$ cat config.mk
export PLATFORM = sky130hd
export DESIGN_NAME = ctrl_fsm
export DESIGN_NICKNAME = d
export VERILOG_FILES = /design/src/rtl/cpu_pkg.sv /design/src/rtl/ctrl_fsm.sv
export SDC_FILE = /design/constraint.sdc
export NUM_CORES = 1
export LEC_CHECK = 0
export CAP_MARGIN = 30
export CORE_UTILIZATION = 48
export CTS_CLUSTER_DIAMETER = 50
export DETAILED_ROUTE_END_ITERATION = 10
export PLACE_DENSITY_LB_ADDON = 0.05
export RECOVER_POWER = 25
export SYNTH_ARGS = -nofsm -noshare
export SYNTH_HDL_FRONTEND = slang
export SYNTH_SLANG_ARGS = --single-unit
$ cat constraint.sdc
create_clock -name clk -period 4.5 [get_ports clk]
set_input_delay 0.45 -clock clk [delete_from_list [all_inputs] [get_ports clk]]
set_output_delay 0.45 -clock clk [all_outputs]
set_load 0.05 [all_outputs]
$ cat src/rtl/cpu_pkg.sv
// Shared definitions for the 16-bit multi-cycle processor: ALU ops, opcodes,
// datapath select encodings and the control FSM state type.
package cpu_pkg;

    localparam logic [2:0] ALU_ADD  = 3'd0;
    localparam logic [2:0] ALU_SUB  = 3'd1;
    localparam logic [2:0] ALU_SHR  = 3'd2;
    localparam logic [2:0] ALU_SHL  = 3'd3;
    localparam logic [2:0] ALU_NAND = 3'd4;
    localparam logic [2:0] ALU_OR   = 3'd5;
    localparam logic [2:0] ALU_DIR  = 3'd6;
    localparam logic [2:0] ALU_SAR  = 3'd7;

    localparam logic [3:0] OP_LW  = 4'b1000;
    localparam logic [3:0] OP_SW  = 4'b1001;
    localparam logic [3:0] OP_BEQ = 4'b1010;
    localparam logic [3:0] OP_BNE = 4'b1011;
    localparam logic [3:0] OP_JMP = 4'b1100;

    localparam logic       SRC_A_PC  = 1'b0;
    localparam logic       SRC_A_REG = 1'b1;

    localparam logic [1:0] SRC_B_REG = 2'd0;
    localparam logic [1:0] SRC_B_ONE = 2'd1;
    localparam logic [1:0] SRC_B_IMM = 2'd2;

    localparam logic [1:0] PC_SRC_ALU    = 2'd0;
    localparam logic [1:0] PC_SRC_ALUOUT = 2'd1;
    localparam logic [1:0] PC_SRC_JUMP   = 2'd2;

    typedef enum logic [3:0] {
        S_FETCH,
        S_DECODE,
        S_EXEC_R,
        S_WB_R,
        S_ADDR,
        S_MEM_RD,
        S_WB_MEM,
        S_MEM_WR,
        S_BRANCH,
        S_JUMP
    } state_e;

    function automatic logic is_rtype(input logic [3:0] op);
        return ~op[3];
    endfunction

endpackage

$ cat src/rtl/ctrl_fsm.sv
// Multi-cycle control unit: sequences fetch/decode/execute/memory/writeback and
// drives every ALU and datapath enable; counts retired instructions.
module ctrl_fsm
    import cpu_pkg::*;
#(
    parameter int unsigned RET_W = 16
) (
    input  logic             clk,
    input  logic             rst,
    input  logic [3:0]       opcode,
    input  logic             z,
    input  logic             mem_ready,
    output logic [2:0]       alu_op,
    output logic             src_a,
    output logic [1:0]       src_b,
    output logic [1:0]       pc_src,
    output logic             pc_write,
    output logic             ir_write,
    output logic             aluout_write,
    output logic             mem_read,
    output logic             mem_write,
    output logic             reg_write,
    output logic             mem_to_reg,
    output logic             instr_done,
    output logic [RET_W-1:0] ret_cnt
);

    state_e           state_q, state_d;
    logic [RET_W-1:0] ret_cnt_q, ret_cnt_d;

    always_ff @(posedge clk) begin
        state_q   <= state_d;
        ret_cnt_q <= ret_cnt_d;
    end

    assign ret_cnt = ret_cnt_q;

    always_comb begin
        state_d   = state_q;
        ret_cnt_d = ret_cnt_q + RET_W'(instr_done);
        unique case (state_q)
            S_FETCH:  if (mem_ready) state_d = S_DECODE;
            S_DECODE: begin
                if (is_rtype(opcode)) begin
                    state_d = S_EXEC_R;
                end else begin
                    case (opcode)
                        OP_LW, OP_SW:   state_d = S_ADDR;
                        OP_BEQ, OP_BNE: state_d = S_BRANCH;
                        OP_JMP:         state_d = S_JUMP;
                        default:        state_d = S_FETCH;
                    endcase
                end
            end
            S_EXEC_R: state_d = S_WB_R;
            S_ADDR:   state_d = (opcode == OP_SW) ? S_MEM_WR : S_MEM_RD;
            S_MEM_RD: if (mem_ready) state_d = S_WB_MEM;
            S_MEM_WR: if (mem_ready) state_d = S_FETCH;
            default:  state_d = S_FETCH;
        endcase
        if (rst) begin
            state_d   = S_FETCH;
            ret_cnt_d = '0;
        end
    end

    // While rst is high every output holds its idle value, so an aborted
    // instruction can neither write back nor retire.
    always_comb begin
        alu_op       = ALU_ADD;
        src_a        = SRC_A_PC;
        src_b        = SRC_B_REG;
        pc_src       = PC_SRC_ALU;
        pc_write     = 1'b0;
        ir_write     = 1'b0;
        aluout_write = 1'b0;
        mem_read     = 1'b0;
        mem_write    = 1'b0;
        reg_write    = 1'b0;
        mem_to_reg   = 1'b0;
        instr_done   = 1'b0;
        if (!rst) begin
            unique case (state_q)
                S_FETCH: begin
                    mem_read = 1'b1;
                    src_b    = SRC_B_ONE;
                    ir_write = mem_ready;
                    pc_write = mem_ready;
                end
                S_DECODE: begin
                    src_b        = SRC_B_IMM;
                    aluout_write = 1'b1;
                    instr_done   = ~is_rtype(opcode) && (opcode > OP_JMP);
                end
                S_EXEC_R: begin
                    alu_op       = opcode[2:0];
                    src_a        = SRC_A_REG;
                    aluout_write = 1'b1;
                end
                S_WB_R: begin
                    reg_write  = 1'b1;
                    instr_done = 1'b1;
                end
                S_ADDR: begin
                    src_a        = SRC_A_REG;
                    src_b        = SRC_B_IMM;
                    aluout_write = 1'b1;
                end
                S_MEM_RD: mem_read = 1'b1;
                S_WB_MEM: begin
                    reg_write  = 1'b1;
                    mem_to_reg = 1'b1;
                    instr_done = 1'b1;
                end
                S_MEM_WR: begin
                    mem_write  = 1'b1;
                    instr_done = mem_ready;
                end
                S_BRANCH: begin
                    alu_op     = ALU_SUB;
                    src_a      = SRC_A_REG;
                    pc_src     = PC_SRC_ALUOUT;
                    pc_write   = z ^ opcode[0];
                    instr_done = 1'b1;
                end
                S_JUMP: begin
                    pc_src     = PC_SRC_JUMP;
                    pc_write   = 1'b1;
                    instr_done = 1'b1;
                end
                default: ;
            endcase
        end
    end

endmodule

==> flow_summary.toml, run 1 <==
[layout]
drive_above_1_share = 0.03175
diodes = 0
fill_cells = 185
nets = 200
design_area_um2 = 1612
areaGrowthSynthToFinish_pct = 34.59

[synth]
yosysSeqAreaShare = 0.3344
syn_area_per_cell_um2 = 7.725
synthesis.area_um2 = 1197
yosysUniqueCellTypes = 33
synth_nets = 165
yosysWarnings = 0
synth-seq-cells = 20
synth_cells = 155

[global_route]
grt-ovfl-total = 0
antenna_found_initial = 0
grt_pass1_wl_um = 4705
grt.total_usage = 0.2321
grt_max_degree = 30
grt_pass1_vias = 1111

[power_and_ir_drop]
power_uw = 391.3
power_density_nw_per_um2 = 242.8
p_leak_uw = 0.0005867
vdd_ir_drop_max_v = 0.0002253

[place]
portBuffers = 39
dp_hpwl_um = 1991
gp_congestion = 0.7996
placed_area_um2 = 1585

[timing]
setup_tns_ns = 0
min_period_over_period = 0.7334
worst_slew_pin_slew_ns = 0.5767
min_period_ns = 3.300
max_slew_margin = 0.6150
fmax_mhz = 303.0
slew_viol_final = 0
hold_violations = 0
skew_ns = 0.01347
finalSetupViolations = 0
grt_setup_unrepaired = "false"

[route]
routedWlPerCell_um = 13.36
dr.pass1.iters = 4
via_per_inst = 5.627
num_vias = 1221
drt_wl_total_um = 2899
route.detailed.drc = 0
ant_nets = 0
drt-initial-drc-count = 31

[clock_tree]
cts_tree = "done"
cts.sinks = 20
clock_latency_ns = 0.31
cts-root-buf = "clkbuf_4"
h-tree-depth = 1
clock_path_buffers = 2
clkTransAtPathRegs_ns = 0.13
postCtsSetupBuffers = 0
post_cts_resized = 0
hold_buffers = 0
numCtsBuffers = 3

[run]
maxCapViolations = 0

[die]
die_x_um = 51.95
core_area_um2 = 2276
die-area_um2 = 2698
ios = 40
row_count = 17
start_util = 0.5261
die_h_um = 51.95

[critical_path]
crit_path_end_kind = "primary output"
cp_top_family = "buffers and inverters"
crit_path_top_delay_cell = "clkdlybuf4s50_1"
cp_num_buf_inv = 2
crit_arrival_ns = 2.85
path_max_fanout = 3
required_ns = 4.05
startpoint_type = "input port"
cpPeakStageDelay_ns = 0.86
worstPathCellList = "dlygate4sd3_1 -> or3b_1 -> nor3_1 -> o21ai_1 -> a31oi_1 -> clkdlybuf4s50_1"
crit_path_start = "opcode[3]"
worstSetupPathType = "in -> out"
r2r-start = "state_q[0]$_SDFFE_PP0P_"

[hold_path]
hp-class = "reg -> reg"
min_from = "ret_cnt[12]$_SDFF_PP0_"

[status]
status = "completed"
## cell usage in the layout, fill, tap and decap left out, types with 2 or more instances in the layout
master / Yosys / final
clkdlybuf4s50_1: 0 / 29
dfxtp_1: 20 / 20
nor2_1: 19 / 19
nor3_1: 9 / 11
nand2_1: 11 / 11
dlygate4sd3_1: 0 / 10
xor2_1: 9 / 9
nor4_1: 7 / 7
xnor2_1: 7 / 7
nand3_1: 6 / 6
nor2b_1: 6 / 6
o21ai_0: 6 / 6
a21oi_1: 6 / 6
nand4_1: 6 / 6
nand2b_1: 5 / 5
inv_1: 3 / 3
a31oi_1: 3 / 3
and4_1: 3 / 3
clkbuf_4: 0 / 3
a21boi_0: 2 / 2
and3_1: 2 / 2
or3_1: 2 / 2
and2_1: 2 / 2
ha_1: 2 / 2
## routing by layer
metal  share of wire  up-vias  track usage  routed length [um]
li1                -      614            -                   -
met1            0.48      562       0.2952                1405
met2            0.44       43       0.3825                1288
met3           0.065        2      0.05556                 187
met4          0.0059        0      0.07207                  17
met5               0        -            0                   0
## registers in the layout, summed over array words and instances, names as in the netlist
signal and cells:
ret_cnt 16, state_q 4
## stage by stage
stage	worst slack [ns]	util	hold slack, ns	instances
final	1.200	0.7081	0.5293	217
after detailed placement	1.336	0.6965	0.5088	213
after global placement	1.368	0.6965	0.4835	213
after floorplan	1.206	-	0.6076	155
after global routing	1.067	0.7081	0.5688	217
after CTS	1.324	0.7125	0.5355	217
## final timing paths
| path | endpoint | slack (ns) | depth (start not counted) |
|---|---|---|---|
| min | ret_cnt[12]$_SDFF_PP0_ | 0.53 | 2 |
| min reg2reg | ret_cnt[12]$_SDFF_PP0_ | 0.53 | 2 |
| max reg2reg | ret_cnt[14]$_SDFF_PP0_ | 1.60 | 10 |
| max | instr_done | 1.20 | 6 |
## report_power, final
group | total [uW] | leakage [uW] | internal, uW | switching (uW)
Combinational | 93.9 | 0.000404 | 35.5 | 58.3
Clock | 108 | 0.0000210 | 49.4 | 58.2
Sequential | 190 | 0.000161 | 180 | 9.99
## worst min-delay path: stages (launching register included)
cell	delay (ns)
dfxtp_1	0.35
o21ai_0	0.08
a21oi_1	0.06
## synthesized netlist by cell type
| cell | number | area share |
|---|---|---|
| o21a_1 | 1 | 0.0063 |
| or3b_1 | 1 | 0.0073 |
| nand3_2 | 1 | 0.0084 |
| buf_4 | 1 | 0.0063 |
| nand3_1 | 6 | 0.025 |
| nor3_2 | 2 | 0.017 |
| mux2i_1 | 1 | 0.0084 |
| and2_1 | 2 | 0.010 |
| nor3_1 | 9 | 0.038 |
| dfxtp_1 | 20 | 0.33 |
| a211o_1 | 1 | 0.0073 |
| nand4_1 | 6 | 0.031 |
| nand2_1 | 11 | 0.034 |
| clkbuf_1 | 4 | 0.013 |
| a21boi_0 | 2 | 0.013 |
| buf_1 | 2 | 0.0063 |
| buf_2 | 3 | 0.013 |
| and3_1 | 2 | 0.010 |
| nor2b_1 | 6 | 0.031 |
| or3_1 | 2 | 0.010 |
| xnor2_1 | 7 | 0.051 |
| xor2_1 | 9 | 0.066 |
| a31oi_1 | 3 | 0.016 |
| a41o_1 | 1 | 0.0084 |
| ha_1 | 2 | 0.021 |
| nand2b_1 | 5 | 0.026 |
| nor2_1 | 19 | 0.060 |
| and4_1 | 3 | 0.022 |
| inv_1 | 3 | 0.0094 |
| a21oi_1 | 6 | 0.025 |
| o21ai_1 | 1 | 0.0042 |
| nor4_1 | 7 | 0.037 |
| o21ai_0 | 6 | 0.025 |
## final cells by class
type,instances,area [um2],area share
clock buffer,4,36.28,0.02252
multi-input combinational,122,730.7,0.4534
inverter,3,11.26,0.006988
tap,28,35.03,0.02174
timing repair buffer,40,397.9,0.2469
sequential,20,400.4,0.2484
## cell families (layout without fill, tap and decap cells)
kind of cell,count (synthesis),count (layout),share of synthesized area
simple gates,82,82,0.3678
mux,1,1,0.008360
buf+inv,13,47,0.04702
flops,20,20,0.3344
compound gates,21,21,0.1045
xor+xnor,16,16,0.1170
fa+ha+maj,2,2,0.02090
No activity file was read; power rests on OpenSTA's default activity.
==> run 2: changes to the inputs <==
Settings changed: CORE_UTILIZATION 48 to 45.
Clock period 4.5 ns to 3.05 ns, I/O delays scaled along.
==> run 2 against run 1 <==
Compared with the run above:
- combinational power rose by 74%
- register-to-register slack got worse by 1.1 ns
- clock-buffer cell count did not move
- global-route usage down 0.54 points
- via count shrank 0.82%
- highest routed layer unchanged
==> flow_summary.toml, run 2 (same netlist as run 1, synthesis figures left out) <==
[timing]
hold_slack_ns = 0.5227
worst_slew_pin_slew_ns = 0.5091
skew_ns = 0.003147
fmax_mhz = 374.1
setup_tns_ns = 0
hold_violations = 0
min_period_ns = 2.673
finalSetupViolations = 0
min_period_over_period = 0.8764
max_slew_margin = 0.6595
slew_viol_final = 0
grt_setup_unrepaired = "false"

[layout]
fill_cells = 216
nets = 203
largest_register_ffs = 16
drive_above_1_share = 0.1302
layout_commonest_cell = "dfxtp_1"
areaGrowthSynthToFinish_pct = 39.92
diodes = 0
final_cell_mix = "dfxtp_1, nor2_1, clkdlybuf4s50_1"

[route]
dr.pass1.iters = 4
wl_met2_um = 1536
routedWlPerCell_um = 13.08
via_per_inst = 5.455
drt-initial-drc-count = 17
drt_wl_total_um = 2903
ant_nets = 0
top_layer = "met4"
num_vias = 1211
route.detailed.drc = 0
met3_length_um = 81
m1WireLength_um = 1261

[critical_path]
required_ns = 2.74
cp_num_buf_inv = 1
worstPathCellList = "nand2b_1 -> a21oi_1 -> a21oi_1 -> nor3_1 -> clkdlybuf4s50_1"
worstSetupPathType = "reg -> out"
cpPeakStageDelay_ns = 0.84
crit_path_end_kind = "primary output"
cp_top_family = "buffers and inverters"
r2r-start = "state_q[1]$_SDFFE_PP0P_"
reg2reg_setup_slack_ns = 0.50
path_max_fanout = 13
crit_path_top_delay_cell = "clkdlybuf4s50_1"
crit_arrival_ns = 2.37
reg2regPathDepth = 10
startpoint_type = "flop"
r2r_end = "ret_cnt[14]$_SDFF_PP0_"
crit_top_cell = "a21oi_1"

[die]
core_area_um2 = 2500
ios = 40
start_util = 0.4790
die_x_um = 53.59
die_h_um = 53.59
row_count = 18
die-area_um2 = 2871

[global_route]
grt_pass1_wl_um = 4761
grt_max_degree = 17
grt-ovfl-total = 0
grt.total_usage = 0.2267
grt_pass1_vias = 1116
antenna_found_initial = 0

[hold_path]
whs_path_depth = 2
hp-class = "reg -> reg"
hold_end = "ret_cnt[12]$_SDFF_PP0_"
min_from = "ret_cnt[12]$_SDFF_PP0_"

[clock_tree]
cts_tree = "done"
cts-root-buf = "clkbuf_4"
clock_latency_ns = 0.30
post_cts_resized = 0
cts.sinks = 20
postCtsSetupBuffers = 0
clock_path_buffers = 2
h-tree-depth = 1
clkTransAtPathRegs_ns = 0.12
hold_buffers = 0
numCtsBuffers = 3

[place]
dp_hpwl_um = 2233
portBuffers = 39
gp_congestion = 0.8001

[power_and_ir_drop]
power.switching_uw = 191.3
power_frac_comb = 0.273
vdd_ir_drop_max_v = 0.0002237
netSwitchingFraction = 0.3201
clock_power_share = 0.265
p_int_uw = 406.5
power_density_nw_per_um2 = 356.8
power_uw = 597.8
sequentialPowerShare = 0.462
p_leak_uw = 0.0006459

[status]
status = "completed"

[run]
maxCapViolations = 0
[run 2: final cells by class]
cell class	instances	area, um2	share of cell area
sequential	20	400.4	0.2390
inverter	3	11.26	0.006721
multi-input combinational	122	742.0	0.4429
tap	30	37.54	0.02240
timing repair buffer	43	447.9	0.2674
clock buffer	4	36.28	0.02166
[run 2: through the flow]
step | util | setup slack [ns] | cells | area, um2
finish | 0.6702 | 0.3771 | 222 | 1675
global route | 0.6702 | 0.1846 | 222 | 1675
CTS | 0.6722 | 0.3715 | 222 | 1680
detailed placement | 0.6577 | 0.2534 | 218 | 1644
global placement | 0.6577 | 0.3698 | 218 | 1644
floorplan | - | 0.2357 | 155 | 1204
[run 2: how the worst max path moves through the flow]
stage                                  startpoint                      to  slack (ns)  depth (start not counted)
after floorplan           state_q[1]$_SDFFE_PP0P_  ret_cnt[14]$_SDFF_PP0_        0.24                         11
after global placement                  opcode[3]  ret_cnt[14]$_SDFF_PP0_        0.37                         11
after detailed placement                opcode[3]  ret_cnt[14]$_SDFF_PP0_        0.25                         11
after CTS                 state_q[3]$_SDFFE_PP0P_                   src_a        0.37                          5
after global routing      state_q[3]$_SDFFE_PP0P_                   src_a        0.18                          5
final                     state_q[3]$_SDFFE_PP0P_                   src_a        0.38                          5
[run 2: layer usage]
| layer | global-route usage | up-vias |
|---|---|---|
| met2 | 0.4521 | 25 |
| met5 | 0 | - |
| met3 | 0.03390 | 4 |
| met4 | 0.06579 | 0 |
| li1 | - | 617 |
| met1 | 0.2397 | 565 |
[run 2: power groups by stage]
stage	Sequential (uW)	Combinational, uW	Clock, uW
floorplan	276	105	0
global placement	281	162	0
detailed placement	282	164	0
CTS	276	164	160
global route	278	175	171
finish	276	163	159
[run 2: tightest hold or removal path: cells and delay by family (launching register included)]
family / cells / cell delay (ns)
AO/OA/AOI/OAI: 2 / 0.14
flip-flops: 1 / 0.35
